$ cat src/rtl/router_txn_checker_pkg.sv
// Shared types and constants for the router transaction checker.
package router_chk_pkg;

    localparam int CNT_W = 16;
    localparam int AGE_W = 8;

    typedef enum logic [2:0] {
        ERR_NONE       = 3'd0,
        ERR_BAD_ADDR   = 3'd1,
        ERR_OVERFLOW   = 3'd2,
        ERR_MISMATCH   = 3'd3,
        ERR_UNEXPECTED = 3'd4,
        ERR_TIMEOUT    = 3'd5
    } err_code_e;

    // Ages stop at all-ones so an abandoned slot never wraps back to a young age.
    function automatic logic [AGE_W-1:0] ageInc(input logic [AGE_W-1:0] age);
        return (age == {AGE_W{1'b1}}) ? age : age + AGE_W'(1);
    endfunction

endpackage

$ cat src/rtl/router_txn_checker_exp_fifo.sv
// One output port's queue of expected payloads, each tagged with its age in cycles.
module chk_exp_fifo
    import router_chk_pkg::*;
#(
    parameter int NUM_PUSH = 4,
    parameter int DATA_W   = 8,
    parameter int DEPTH    = 4,
    parameter int MAX_LAT  = 8
) (
    input  logic                       clk,
    input  logic                       reset_n,
    input  logic [NUM_PUSH-1:0]        push_i,
    input  logic [NUM_PUSH*DATA_W-1:0] push_data_i,
    input  logic                       pop_i,
    output logic [NUM_PUSH-1:0]        drop_full_o,
    output logic [DATA_W-1:0]          head_data_o,
    output logic                       empty_o,
    output logic                       head_timeout_o
);
    localparam int FILL_W = $clog2(DEPTH + 1);
    localparam logic [AGE_W-1:0] LAST_AGE = AGE_W'(MAX_LAT - 1);

    logic [DATA_W-1:0] data_q [DEPTH];
    logic [DATA_W-1:0] data_d [DEPTH];
    logic [AGE_W-1:0]  age_q  [DEPTH];
    logic [AGE_W-1:0]  age_d  [DEPTH];
    logic [FILL_W-1:0] count_q, count_d, fill;

    // Pop shifts toward slot 0, then pushes append in input-port order until the queue is full.
    always_comb begin
        for (int i = 0; i < DEPTH; i++) begin
            data_d[i] = data_q[i];
            age_d[i]  = ageInc(age_q[i]);
        end
        fill        = count_q;
        drop_full_o = '0;
        if (pop_i && count_q != '0) begin
            for (int i = 0; i < DEPTH - 1; i++) begin
                data_d[i] = data_q[i+1];
                age_d[i]  = ageInc(age_q[i+1]);
            end
            fill = fill - FILL_W'(1);
        end
        for (int p = 0; p < NUM_PUSH; p++) begin
            if (push_i[p]) begin
                if (fill < FILL_W'(DEPTH)) begin
                    for (int i = 0; i < DEPTH; i++) begin
                        if (FILL_W'(i) == fill) begin
                            data_d[i] = push_data_i[p*DATA_W +: DATA_W];
                            age_d[i]  = '0;
                        end
                    end
                    fill = fill + FILL_W'(1);
                end else begin
                    drop_full_o[p] = 1'b1;
                end
            end
        end
        count_d = fill;
    end

    // Queue contents and fill level; reset discards every outstanding expectation.
    always_ff @(posedge clk or negedge reset_n) begin
        if (!reset_n) begin
            count_q <= '0;
            for (int i = 0; i < DEPTH; i++) begin
                data_q[i] <= '0;
                age_q[i]  <= '0;
            end
        end else begin
            count_q <= count_d;
            for (int i = 0; i < DEPTH; i++) begin
                data_q[i] <= data_d[i];
                age_q[i]  <= age_d[i];
            end
        end
    end

    assign empty_o        = (count_q == '0);
    assign head_data_o    = data_q[0];
    assign head_timeout_o = !empty_o && (age_q[0] >= LAST_AGE);

endmodule

$ cat config.mk
export PLATFORM = sky130hd
export DESIGN_NAME = chk_exp_fifo
export DESIGN_NICKNAME = d
export VERILOG_FILES = /design/src/rtl/router_txn_checker_pkg.sv /design/src/rtl/router_txn_checker_exp_fifo.sv
export SDC_FILE = /design/constraint.sdc
export NUM_CORES = 1
export LEC_CHECK = 0
export ABC_AREA = 1
export CAP_MARGIN = 15
export CORE_ASPECT_RATIO = 2
export CORE_MARGIN = 2
export CORE_UTILIZATION = 40
export DETAILED_ROUTE_END_ITERATION = 8
export MAX_ROUTING_LAYER = met4
export PLACE_DENSITY_LB_ADDON = 0.3
export SYNTH_ARGS = -nofsm -noshare
export SYNTH_HDL_FRONTEND = slang
export SYNTH_SLANG_ARGS = --single-unit
$ cat constraint.sdc
create_clock -name clk -period 3.2 [get_ports clk]
set_clock_uncertainty 0.05 [all_clocks]
set_input_delay 0.64 -clock clk [delete_from_list [all_inputs] [get_ports clk]]
set_output_delay 0.64 -clock clk [all_outputs]
set_load 0.02 [all_outputs]
# Word-level counts from Yosys, hierarchy flattened
# Index checks and enable logic that the tools add are counted.
[classes]
n_addsub = 9
magnitude_cmp = 5
eq_ne = 16
muxes = 71
n_reduce_logical = 9
[ops]
columns = ["cell", "count"]
rows = [
  ["$mux W32", 16],
  ["$mux W8", 36],
  ["$mux W24", 2],
  ["$add A8 B1 Y8 const B", 4],
  ["$eq A8 B8 Y1 const B", 4],
  ["$mux W3", 9],
  ["$eq A2 B3 Y1 const A", 8],
  ["$logic_not A3 Y1", 5],
  ["$add A3 B1 Y3 const B", 4],
  ["$eq A1 B3 Y1 const A", 4],
  ["$lt A3 B3 Y1 const B", 4],
  ["$ge A8 B3 Y1 const B", 1],
  ["$mux W1", 8],
  ["$reduce_bool A3 Y1", 1],
  ["$sub A3 B1 Y3 const B", 1],
  ["$logic_and A1 B1 Y1", 2],
  ["$logic_not A1 Y1", 1],
]
[totals]
ff_bits = 67
in_bits = 39
output_inout_bits = 14
word_cells = 119

# Depth between registers and ports, before layout
[logic_depth]
depth_word = 16
ltp_mapped = 23
depth_no_buf = 22

# Least setup slack after synthesis
# No wires, ideal clock.
[synth_path]
path_type = "reg2out"
startpoint = "register count_q[0]"
endpoint = "output port drop_full_o[3]"
arrival_time_ns = 2.813
required_time_ns = 2.510
path_slack_ns = -0.303
stages_incl_launch_ff = 19
path_buffers = 1
path_cell_list = "dfrtp_1 -> inv_1 -> ha_1 -> nand2_2 -> nand2_2 -> buf_4 -> nand2_1 -> o21ai_2 -> ha_1 -> inv_1 -> nand3_1 -> nand2_1 -> inv_1 -> ha_1 -> nand2_1 -> nand2_1 -> ha_1 -> a21oi_1 -> nor2_1"
[synth_via]
elab_chain_cells = 15
elab_cells_between_ends = 19
cone_classes = "add/sub: 4; order compare: 4; mux: 9; reduce/logical: 2"
[synth_rtl]
columns = ["item", "line", "source"]
rows = [
  ["from (decl)", "router_txn_checker_exp_fifo.sv:27", "logic [FILL_W-1:0] count_q, count_d, fill;"],
  ["from (signal assigned)", "router_txn_checker_exp_fifo.sv:71", "count_q <= count_d;"],
  ["branches (longest 2 deep; another with $sub A3 B1 Y3)", "--", ""],
  ["$mux W3 (*)", "router_txn_checker_exp_fifo.sv:37", "if (pop_i && count_q != '0) begin"],
  ["$add A3 B1 Y3 / $lt A3 B3 Y1 (equally long branches)", "router_txn_checker_exp_fifo.sv:53, router_txn_checker_exp_fifo.sv:46", ""],
  ["$mux W3", "router_txn_checker_exp_fifo.sv:46", "if (fill < FILL_W'(DEPTH)) begin"],
  ["$mux W3 (*)", "router_txn_checker_exp_fifo.sv:45", "if (push_i[p]) begin"],
  ["$add A3 B1 Y3 / $lt A3 B3 Y1 (equally long branches)", "router_txn_checker_exp_fifo.sv:53, router_txn_checker_exp_fifo.sv:46", ""],
  ["$mux W3", "router_txn_checker_exp_fifo.sv:46", ""],
  ["$mux W3 (*)", "router_txn_checker_exp_fifo.sv:45", ""],
  ["$add A3 B1 Y3 / $lt A3 B3 Y1 (equally long branches)", "router_txn_checker_exp_fifo.sv:53, router_txn_checker_exp_fifo.sv:46", ""],
  ["$mux W3", "router_txn_checker_exp_fifo.sv:46", ""],
  ["$mux W3 (*)", "router_txn_checker_exp_fifo.sv:45", ""],
  ["$lt A3 B3 Y1 (*)", "router_txn_checker_exp_fifo.sv:46", ""],
  ["$mux W1 (*)", "router_txn_checker_exp_fifo.sv:46", ""],
  ["$mux W1 (*)", "router_txn_checker_exp_fifo.sv:45", ""],
  ["to (decl)", "router_txn_checker_exp_fifo.sv:15", "output logic [NUM_PUSH-1:0] drop_full_o,"],
]
# Every way passes the cells marked *.

# Worst setup path after layout
# Ends and elaborated chain as after synthesis.

==> Implementation_results.wiki <==
{| class="wikitable"
! Metric !! Value
|-
| Hold bufs inserted after CTS || 0
|-
| Min cycle time layout || about 3.4 ns
|-
| Critical path cell sequence || inv_2 -> ha_4 -> nand2_4 -> nand2_8 -> o21ai_4 -> ha_4 -> inv_2 -> nand3_2 -> nand2_2 -> inv_2 -> ha_4 -> nand2_4 -> nand2_4 -> ha_4 -> a21oi_4 -> nor2_4 -> buf_6
|-
| Max Fanout on Critical Path || 6
|-
| Total Die Area || 15,300 sq um
|-
| Post-Syn Instances || between 900 and 1,000
|-
| Worst Path Required || approximately 2.5 ns
|-
| Type of element capturing the critical path || output pin
|-
| Depth of the most critical reg-to-reg path || 20
|-
| Source-to-sink clock delay at the later pin of the worst-skew pair || ~0.34 ns
|-
| Unrepaired setup endpoints after global routing || true
|-
| Relative slew margins || 0.4174
|-
| Reg clk slew, reported paths || around 0.060 ns
|-
| Max-capacitance violation count || 0
|-
| Number of filler instances in the final layout || 1,356
|-
| Effective utilization at floorplan || 0.4109
|-
| Type of the most critical hold path || in -> async
|-
| GP Congestion || approximately 0.94
|-
| Summed instance area of the synthesized netlist || ~5700 sq um
|-
| Fraction of the yosys area taken by sequential cells || 0.2937
|-
| Number of clock sinks seen by CTS || 67
|-
| Antenna violations before repair || 0
|-
| Proportion of register bits with asynchronous set or reset after synthesis || 1.000
|-
| Setup violations, final || 53
|-
| Setup slack of the worst register-to-register path || -0.08 ns
|-
| Worst supply voltage drop on vdd || slightly below 900 uV
|-
| Total Negative Setup Slacks || -1.805 ns
|-
| Top cells by area in the synthesized netlist || dfrtp_1, nand2_1, nand3_1
|-
| Floorplan Core Area || between 10,000 and 15,000 sq um
|-
| Port Buffer Count || between 50 and 60
|-
| Leakage || between 4 and 5 nW
|-
| Layout cells sized above 1 || 0.2048
|-
| Routed WL || around 22,000 microns
|-
| Top cells by instance count after synthesis || nand2_1, inv_1, dfrtp_1
|-
| Number of enable flip-flop cells after synthesis || 0
|-
| Yosys warns || 0
|-
| Die height || 172.9 microns
|-
| Worst slack at placement || -0.8541 ns
|-
| Capture instance of the worst register-to-register path || age_q[28]
|-
| Width of the die || a little under 90 microns
|-
| Net count reported at finish || 1,092
|-
| Overall power after layout || ~8.7 mW
|-
| Maximum number of pins on one net before global-route repair || 53
|-
| Origin of the critical flop-to-flop path || count_q[0]
|-
| CP max stage cell || dfrtp_1
|-
| Arrival time at the worst endpoint || about 2.7 ns
|-
| Worst path max stage delay || roughly 0.39 ns
|-
| Most used DFF post-synth || dfrtp_1
|-
| Violated checks || setup timing
|-
| GRT Util Overall || 0.2841
|-
| Result of the run || finished, violations left
|-
| Clock buffer count from CTS || 9
|-
| Critical setup path kind || reg -> out
|-
| Hold violation total from the final report || 0
|-
| Crit path setup slack, layout || -0.1738 ns
|-
| First-pass GRT wire length || ~32,000 microns
|-
| Synth area leader || dfrtp_1
|-
| H-Tree Depth || 3
|-
| DRT Pass-1 Iters || 5
|-
| Worst Max-Slew Pin Slew || between 0.8 and 0.9 ns
|-
| DRT antenna net count || 0
|-
| Final routed DRC violation total || 0
|-
| Upper clock frequency limit || about 300 MHz
|-
| Vias after detailed routing || about 6,600
|-
| TritonCTS clock tree || done
|-
| Number of flip-flops and latches in the synthesized netlist || 67
|-
| Total power divided by cell area || approximately 1100 nW/um^2
|-
| Ant. Diodes || 0
|-
| Wirelength per Cell || ~18 microns
|-
| Ratio of final minimum period to clock period || 1.054
|-
| Most Frequent Cell on Critical Path || ha_4
|-
| Buffer type at the clock tree root || clkbuf_16
|-
| Final number of max-transition violations || 0
|-
| Count leader, synth || nand2_1
|-
| Net count after synthesis || around 960
|-
| Fraction of synthesized cell area taken by the top area cell type || 0.2937
|-
| Crit start category || register
|-
| Vias in the first global route || around 6,600
|-
| Inst Count DP || between 1,000 and 1,500
|-
| Distinct cell type count of the synthesized netlist || 36
|-
| DRC violation total after the first TritonRoute iteration || roughly 450
|-
| Total grt overflow || 0
|-
| Mean Syn Cell Area || about 6.3 sq um
|-
| Relative area change from synthesis to final layout || 37.20%
|-
| Maximum buffer depth of the clock tree || 2
|-
| Fin Hold WS || about 0.22 ns
|-
| Post-route non-filler standard cell count || roughly 1,200
|-
| Vias per inst || between 5 and 6
|-
| Cell Rows || 61
|-
| Top-Level Pins || 53
|-
| DP Wirelength || approximately 14,000 microns
|}
cell type report:
class / instances / area, sq um / area share
Inverter: 84 / 315.3 / 0.04026
Multi-Input combinational cell: 727 / 3911 / 0.4994
Timing Repair Buffer: 146 / 1379 / 0.1761
Tap cell: 189 / 236.5 / 0.03020
Clock inverter: 5 / 60.06 / 0.007669
Clock buffer: 11 / 252.7 / 0.03227
Sequential cell: 67 / 1677 / 0.2141
per-layer routing:
metal	vias up	GRT usage	wire length [microns]
met5	-	-	0
met4	0	0.2165	1895
met3	142	0.04344	1379
met2	319	0.4781	11350
met1	3002	0.2817	6964
li1	3143	-	-
how the worst max path moves through the flow:
stage               slack (ns)  startpoint  depth (start not counted)        endpoint
floorplan                 0.01  count_q[0]                         21       age_q[28]
global placement         -0.80       pop_i                         16  drop_full_o[3]
detailed placement       -0.85       pop_i                         16  drop_full_o[3]
CTS                      -0.20  count_q[1]                         17  drop_full_o[3]
global route             -0.30  count_q[0]                         17  drop_full_o[3]
finish                   -0.17  count_q[0]                         17  drop_full_o[3]
kinds of logic (layout without fill, tap and decap cells):
family	Yosys count	count (layout)	synth area share
fa+ha+maj	18	18	0.03946
xor+xnor	15	15	0.02302
buf+inv	114	246	0.09097
mux	1	1	0.001754
flops	67	67	0.2937
compound gates	67	67	0.06883
simple gates	622	626	0.4822
flip-flops by register name (all words and copies together) (netlist names):
register,count
age_q,32
count_q,3
data_q,24
head_data_o,8
what timing repair did:
action,CTS,global route
cloned,2,7
endpoints found under the setup margin,68,67
buffers inserted,13,9
pin swaps,17,63
resized for setup,39,52
worst max-delay path, delay by kind of cell (launching register included):
family	cells	cell delay [ns]
adders and majority gates	4	0.81
and+or+nand+nor	7	0.52
DFF	1	0.39
AOI/OAI and AO/OA	2	0.32
buffers and inverters	4	0.30
power by group:
group / switching, mW / internal [mW]
sequential: 0.290 / 1.29
combinational: 3.59 / 2.49
clock: 0.415 / 0.649
per-stage QoR:
step | utilization | instance area [sq um]
2_1_floorplan | - | 5778
3_3_place_gp | 0.4962 | 6893
3_5_place_dp | 0.4962 | 6893
4_1_cts | 0.5357 | 7441
5_1_grt | 0.5638 | 7831
6_report | 0.5638 | 7831
cell usage in the layout (no fill, tap or decap), drive strengths merged, types with 15 or more instances in the layout:
master and instances:
nand2 437, buf 93, inv 84, nand3 77, dfrtp 67, nor2 64, clkdlybuf4s50 47, o21ai 42
nand4 35, ha 18, clkbuf 15
Power figures use the tool's default switching activity.
